--- config.mk ---
export PLATFORM = sky130hd
export DESIGN_NAME = pe_cfg_loader
export DESIGN_NICKNAME = d
export VERILOG_FILES = /design/src/rtl/pe_cfg_loader.sv
export SDC_FILE = /design/constraint.sdc
export NUM_CORES = 2
export LEC_CHECK = 0
export BUFFER_PORTS_ARGS = -buffer_cell sky130_fd_sc_hd__clkbuf_2
export CAP_MARGIN = 20
export CORE_UTILIZATION = 42
export CTS_CLUSTER_SIZE = 8
export DETAILED_ROUTE_END_ITERATION = 16
export PLACE_DENSITY_LB_ADDON = 0.08
export SETUP_SLACK_MARGIN = 0.3
export SYNTH_ARGS = -nofsm -noshare
export SYNTH_HDL_FRONTEND = slang
export SYNTH_SLANG_ARGS = --single-unit
export TNS_END_PERCENT = 5
--- constraint.sdc ---
create_clock -name clk -period 5.3 [get_ports clk]
set_input_delay 1.06 -clock clk [delete_from_list [all_inputs] [get_ports clk]]
set_output_delay 1.06 -clock clk [all_outputs]
set_load 0.05 [all_outputs]
--- src/rtl/pe_cfg_loader.sv ---
// Configuration sequencer for a PE array: packs host instruction words into per-context rows,
// commits each row with one init pulse, then issues a single run window. Optional macro: CFG_LOADER_BCAST_EN.
module pe_cfg_loader #(
    parameter int PE_INST_W = 48,
    parameter int NUM_PE    = 16,
    parameter int DEPTH     = 32
) (
    input  logic                        clk,
    input  logic                        rst_n,
    input  logic                        load_start,
    input  logic [5:0]                  cfg_ctx_num,
`ifdef CFG_LOADER_BCAST_EN
    input  logic                        cfg_bcast,
`endif
    input  logic                        run_start,
    input  logic                        s_valid,
    output logic                        s_ready,
    input  logic [PE_INST_W-1:0]        s_data,
    output logic                        pe_rst,
    output logic                        pe_init,
    output logic                        pe_run,
    output logic [NUM_PE*PE_INST_W-1:0] pe_inst,
    output logic                        busy,
    output logic                        loaded,
    output logic                        done,
    output logic                        err
);

    localparam int SLOT_W = (NUM_PE > 1) ? $clog2(NUM_PE) : 1;
    localparam int ROW_W  = NUM_PE * PE_INST_W;

    typedef enum logic [2:0] {IDLE, CLEAR, LOAD, COMMIT, READY, RUN} state_t;

    state_t              state_q, state_d;
    logic [SLOT_W-1:0]   slot_q, slot_d;
    logic [5:0]          ctx_q, ctx_d;
    logic [5:0]          num_q, num_d;
    logic [5:0]          run_cnt_q, run_cnt_d;
    logic [ROW_W-1:0]    row_q, row_d;
    logic [ROW_W-1:0]    inst_q, inst_d;
    logic                bcast_q;
    logic                rst_q, init_q, run_q, busy_q, loaded_q, done_q, err_q;
    logic                rst_d, init_d, run_d, busy_d, loaded_d, done_d, err_d;

`ifdef CFG_LOADER_BCAST_EN
    logic                bcast_d;
`else
    assign bcast_q = 1'b0;
`endif

    function automatic logic legal_count(input logic [5:0] n);
        return (n != 6'd0) && (int'(n) <= DEPTH);
    endfunction

    // Broadcast mode replicates the single beat into every slot of the row.
    function automatic logic [ROW_W-1:0] write_slot(input logic [ROW_W-1:0]     row,
                                                    input logic [SLOT_W-1:0]    slot,
                                                    input logic [PE_INST_W-1:0] data,
                                                    input logic                 bcast);
        logic [ROW_W-1:0] r;
        if (bcast) begin
            r = {NUM_PE{data}};
        end else begin
            r = row;
            r[int'(slot)*PE_INST_W +: PE_INST_W] = data;
        end
        return r;
    endfunction

    assign s_ready = (state_q == LOAD);

    always_comb begin
        state_d   = state_q;
        slot_d    = slot_q;
        ctx_d     = ctx_q;
        num_d     = num_q;
        run_cnt_d = run_cnt_q;
        row_d     = row_q;
        inst_d    = inst_q;
        err_d     = 1'b0;
        done_d    = 1'b0;
`ifdef CFG_LOADER_BCAST_EN
        bcast_d   = bcast_q;
`endif
        unique case (state_q)
            IDLE, READY: begin
                if ((state_q == READY) && run_start) begin
                    state_d   = RUN;
                    run_cnt_d = 6'd0;
                end else if (load_start) begin
                    if (legal_count(cfg_ctx_num)) begin
                        num_d   = cfg_ctx_num;
                        slot_d  = '0;
                        ctx_d   = 6'd0;
                        state_d = CLEAR;
`ifdef CFG_LOADER_BCAST_EN
                        bcast_d = cfg_bcast;
`endif
                    end else begin
                        err_d = 1'b1;
                    end
                end
            end
            CLEAR: state_d = LOAD;
            LOAD: begin
                if (s_valid) begin
                    row_d  = write_slot(row_q, slot_q, s_data, bcast_q);
                    slot_d = slot_q + SLOT_W'(1);
                    if (bcast_q || (slot_q == SLOT_W'(NUM_PE - 1))) begin
                        state_d = COMMIT;
                        inst_d  = row_d;
                    end
                end
            end
            COMMIT: begin
                ctx_d   = ctx_q + 6'd1;
                slot_d  = '0;
                state_d = ((ctx_q + 6'd1) == num_q) ? READY : LOAD;
            end
            RUN: begin
                // Run window of num_q cycles, then one extra cycle carrying done.
                run_cnt_d = run_cnt_q + 6'd1;
                if (run_cnt_q == num_q)
                    state_d = IDLE;
                else if ((run_cnt_q + 6'd1) == num_q)
                    done_d = 1'b1;
            end
            default: state_d = IDLE;
        endcase

        rst_d    = (state_d == CLEAR);
        init_d   = (state_d == COMMIT);
        run_d    = (state_d == RUN) && !done_d;
        busy_d   = (state_d != IDLE) && (state_d != READY);
        loaded_d = (state_d == READY);
    end

    always_ff @(posedge clk or negedge rst_n) begin
        if (!rst_n) begin
            state_q   <= IDLE;
            slot_q    <= '0;
            ctx_q     <= 6'd0;
            num_q     <= 6'd0;
            run_cnt_q <= 6'd0;
            row_q     <= '0;
            inst_q    <= '0;
            rst_q     <= 1'b0;
            init_q    <= 1'b0;
            run_q     <= 1'b0;
            busy_q    <= 1'b0;
            loaded_q  <= 1'b0;
            done_q    <= 1'b0;
            err_q     <= 1'b0;
        end else begin
            state_q   <= state_d;
            slot_q    <= slot_d;
            ctx_q     <= ctx_d;
            num_q     <= num_d;
            run_cnt_q <= run_cnt_d;
            row_q     <= row_d;
            inst_q    <= inst_d;
            rst_q     <= rst_d;
            init_q    <= init_d;
            run_q     <= run_d;
            busy_q    <= busy_d;
            loaded_q  <= loaded_d;
            done_q    <= done_d;
            err_q     <= err_d;
        end
    end

`ifdef CFG_LOADER_BCAST_EN
    always_ff @(posedge clk or negedge rst_n) begin
        if (!rst_n) bcast_q <= 1'b0;
        else        bcast_q <= bcast_d;
    end
`endif

    assign pe_rst  = rst_q;
    assign pe_init = init_q;
    assign pe_run  = run_q;
    assign pe_inst = inst_q;
    assign busy    = busy_q;
    assign loaded  = loaded_q;
    assign done    = done_q;
    assign err     = err_q;

endmodule

* Word level (Yosys, flattened, before mapping) *
Cells that the tools add are included.
Widths: inputs -> output; s select.

storage, ports and cells
  register bits after elaboration = 1568
  output and inout port bits = 776
  word-level logic and storage cells = 87

cells by class
  $add $sub $neg = 4
  $mul = 1
  order comparisons = 1
  equality and inequality tests = 19
  shifts and indexed selects = 2
  multiplexer cells = 27
  bitwise logic cells = 1
  reductions and logical operators = 18

operators with widths
  kind                       number
  $bwmux 768                 1
  $shift 48x33->768 const A  1
  $shiftx 48x33->768         1
  $neg 10->33                1
  $mux 6                     4
  $pmux 6 s2                 2
  $mux 3                     7
  $eq 6x6->1                 3
  $mux 4                     4
  $pmux 3 s5                 1
  $add 6x1->6 const B        2
  $eq 3x3->1 const B         4
  $pmux 4 s3                 1
  $ne 2x2->1 const B         5
  $eq 3x2->1 const B         3
  $reduce_and 4->1           2
  $mux 1                     7
  $eq 3x1->1 const B         2
  $le 6x6->1 const B         1
  $mul 4x2->6 const B        1
  $reduce_bool 3->1          2
  $reduce_bool 6->1          1
  $reduce_and 5->1           1
  $add 4x1->4 const B        1
  10 further kinds           15

* Depth between registers and ports, before layout *
  word-level depth = 8
  gate-level depth with buffers = 18

* Worst setup path before layout *
No wires, ideal clock.

  kind = flip-flop to flip-flop
  start point = register slot_q[0]
  end point = register row_q[26]
  arrival = 4457 ps
  data required time = 5170 ps
  slack = 713 ps
  cell stages (with the launch flop) = 18
  path buffers = 6
  period minus slack after synthesis = 4587 ps
  cells stage by stage = dfrtp_1 buf_2 buf_2 inv_1 clkbuf_1 clkbuf_1 ha_1 nor3b_1 nand2_1 nor2_1 ha_1 clkbuf_1 or3_1 a2111o_1 nor3_2 a31oi_4 buf_4 mux2i_1

on the way
  word-level cells in the longest chain between the ends = 4
  elaborated cells between the ends (all ways) = 5
  classes of those cells = add/sub (1); mul (1); shift (2); mux (1)

ends and longest elaborated chain
  item                                                     line  source
  start: declaration                                       35    logic [SLOT_W-1:0] slot_q, slot_d;
  start signal: assignment                                 156   slot_q <= slot_d;
  $mul 4x2->6 (*)                                          65    r[int'(slot)*PE_INST_W +: PE_INST_W] = data;
  $neg 10->33 (*)                                          65
  $shiftx 48x33->768 or $shift 48x33->768 (tied branches)  65
  $bwmux 768 (*)                                           65
  end signal: assignment                                   160   row_q <= row_d;
  end: declaration                                         39    logic [ROW_W-1:0] row_q, row_d;

Mark *: on every way between the ends. The rest lies on a longest branch, timed or not.
A chain may end at the register's enable or synchronous reset.

* Final worst setup path *
  start point = register slot_q[0]
  end point = register inst_q[551] (netlist: pe_inst[551])

on the way
  word-level cells in the longest chain between the ends = 4
  elaborated cells between the ends (all ways) = 7
  classes of those cells = add/sub (1); mul (1); eq/ne (1); shift (2); mux (1); reduce/logical (1)

ends and longest elaborated chain
  item                                                     line  source
  $mul 4x2->6                                              65
  $neg 10->33                                              65
  $shiftx 48x33->768 or $shift 48x33->768 (tied branches)  65
  $bwmux 768                                               65
  end signal: assignment                                   161   inst_q <= inst_d;
  end: declaration                                         40    logic [ROW_W-1:0] inst_q, inst_d;

Several ways; a longest one is shown, not always the timed one.

==> impl_metrics.toml <==
[die]
coreArea_sq_mm = 0.168
die_x_um = 414
dieHeight_um = 414
die_area_sq_mm = 0.171
rows = 150
ios = 835
initial_core_util = 0.425

[cells_and_area]
drive_gt1_frac = 0.256
syn2layout_area_growth_pct = 18.2
area.sequential_sq_mm = 0.0392
stdcell_count = 9526
num-fill-cells = 15400
final_nets = 7366
multi_input_comb_area_sq_mm = 0.0291

[worst_setup_path]
start_kind = "flop"
cp.arrival_ns = 5.71
reg2reg_from = "slot_q[0]"
critPathMaxFanout = 76
worst-r2r-cell-count = 7
worstReg2RegEnd = "pe_inst[551]"
r2r_setup_slack_ns = 0.33
endpoint_kind = "flop"
path_class = "reg2reg"
cp.required_ns = 6.04

[timing]
fmax_ghz = 0.201
tns_ns = 0
rsz0062_at_grt = "false"
post-route-min-period_ns = 4.97
tightest_slew_ns = 1.23
setup_viol = 0
skew_ns = 0.0322
slew_headroom = 0.177
report.final.slew_viol_count = 0
finalHoldViolations = 0
post-route-period-util = 0.938

[grt]
grt_start_max_net_pins = 233
grt_pass1_wl_mm = 413
grt_usage = 0.330
grt-ovfl-total = 0
antenna_found_initial = 13
grt_pass1_vias = 57100

[drt]
wl_met2_mm = 129
vias = 59500
wl_per_cell_um = 30.4
postRouteAntennaNets = 0
wl_met1_mm = 121
dr.pass1.iters = 8
drc = 0
highest_layer = "met5"
wl_met3_mm = 22.3
drtIter0Drc = 6179
vias_per_cell = 6.24
wirelength_mm = 289

[cts]
clk_path_buf_depth = 3
post_cts_buffers = 0
ctsHtreeMaxLevel = 4
ctsRootBufferMaster = "clkbuf_16"
cts_buffers = 214
cts_tree = "yes"
clk_pin_slew_ns = 0.06
clock_latency_ns = 0.86
cts.sinks = 1568

[synthesis]
synth_nets = 6635
syn_inst = 6566
syn_area_sq_mm = 0.0713
yosysSeqAreaShare = 0.551
synth-async-reset-ratio = 1.00
synth_cell_type_count = 92
synth_top_area_share = 0.551
synth-main-ff-cell = "dfrtp_1"
synthMostInstantiatedCell = "dfrtp_1"
synth_edf_count = 0
yosys-top-cells-count = "dfrtp_1, nand2_1, o21ai_0, clkbuf_1, mux2_2"
ys_warn_count = 0
yosys.area.top_type = "dfrtp_1"
synth_area_leaders = "dfrtp_1, mux2_2, o21ai_0, mux2i_1, nand2_1"
synth-seq-cells = 1568
syn_avg_cell_area_sq_um = 10.9

[placement]
dp_hpwl_mm = 198
gp_congestion = 0.922
placedCellCount = 9277
io_buffers = 834

[power_and_ir_drop]
ir_drop_mv = 0.662
power_density_mw_per_mm2 = 661
p_leak_nw = 40.0

[flow_run]
maxCapViolCount = 0

[min_path]
hp-class = "in2async"

[run_status]
status = "complete, no violations"
-- metrics by stage --
stage	utilization	instance area, sq um	hold WS [ns]	power, mW	setup WS, ns
floorplan	-	71300	0.449	30.9	0.713
global placement	0.467	78400	0.460	42.6	0.294
detailed placement	0.468	78500	0.470	42.9	0.274
CTS	0.502	84200	0.302	55.4	0.351
global route	0.502	84200	0.332	57.8	0.320
finish	0.502	84200	0.313	55.7	0.328
-- how the worst max path moves through the flow --
stage               startpoint            to  depth (start not counted)
floorplan            slot_q[0]     row_q[26]                         17
global placement     slot_q[0]    row_q[369]                         13
detailed placement   slot_q[0]    row_q[379]                         13
CTS                  slot_q[0]  pe_inst[471]                          7
global route         slot_q[2]  pe_inst[695]                         14
finish               slot_q[0]  pe_inst[551]                          7
-- flip-flops by register name, indices dropped and copies added, names as in the netlist --
name	flops
pe_run	1
ctx_q	6
pe_init	1
pe_rst	1
pe_inst	768
row_q	768
num_q	6
busy	1
done	1
loaded	1
slot_q	4
run_cnt_q	6
err	1
state_q	3
-- final cells by class --
type	instances	share of cell area
multi-input combinational	4145	0.345
timing repair buffer	1111	0.0773
clock inverter	12	0.00260
clock buffer	224	0.0650
antenna	5	0.000149
inverter	257	0.0115
tap	2204	0.0327
sequential	1568	0.466
-- layer usage --
layer  up-vias  track usage
li1      25500            -
met1     30800        0.451
met2      2618        0.493
met3       581       0.0706
met4         4        0.168
met5         -            0
-- layout by cell type (no fill, tap or decap), types with 78 or more instances in the layout --
| cell type | Yosys | routed |
|---|---|---|
| o211ai_1 | 250 | 250 |
| nand2_1 | 755 | 751 |
| dfrtp_1 | 1568 | 1567 |
| and2_1 | 79 | 79 |
| a221o_1 | 246 | 246 |
| clkbuf_16 | 0 | 218 |
| mux2_2 | 385 | 385 |
| nor2_1 | 227 | 222 |
| o21ai_0 | 615 | 615 |
| a22oi_1 | 82 | 82 |
| nor3_1 | 84 | 78 |
| buf_4 | 13 | 249 |
| a21oi_1 | 118 | 118 |
| inv_1 | 256 | 255 |
| nand3_1 | 82 | 81 |
| o221ai_1 | 145 | 145 |
| mux2i_1 | 302 | 302 |
| clkbuf_2 | 1 | 836 |
| nor4_1 | 101 | 99 |
-- power breakdown --
| group | total (mW) | switching [mW] | internal, mW |
|---|---|---|---|
| clock network | 12.4 | 5.18 | 7.19 |
| registers | 15.8 | 1.43 | 14.4 |
| logic | 27.5 | 21.0 | 6.56 |
-- logic make-up (layout without fill, tap and decap cells) --
kind of cell               count (synthesis)  count (layout)  synth area share
muxes                                    687             687             0.103
DFF                                     1568            1568             0.551
xor gates and xnor gates                  30              30           0.00430
and+or+nand+nor                         1485            1485            0.0959
buffers and inverters                    853            1604            0.0477
AOI/OAI and AO/OA                       1933            1933             0.196
other                                      0               5                 0
adders and majority gates                 10              10           0.00186
-- what timing repair did --
action	in CTS	in global routing
setup endpoints to repair	9	12
pin swaps	0	1
gates resized for setup	1	0
hold buffers	0	0
-- worst max-delay path: stages (launching register included) --
cell and delay (ns):
dfrtp_4 0.41, buf_4 0.60, buf_4 0.79, or2_2 0.32
nand2b_1 0.38, a21oi_1 0.97, nand3_1 0.86, o221ai_1 0.47
Note: power is estimated with default switching activity, not from simulation.
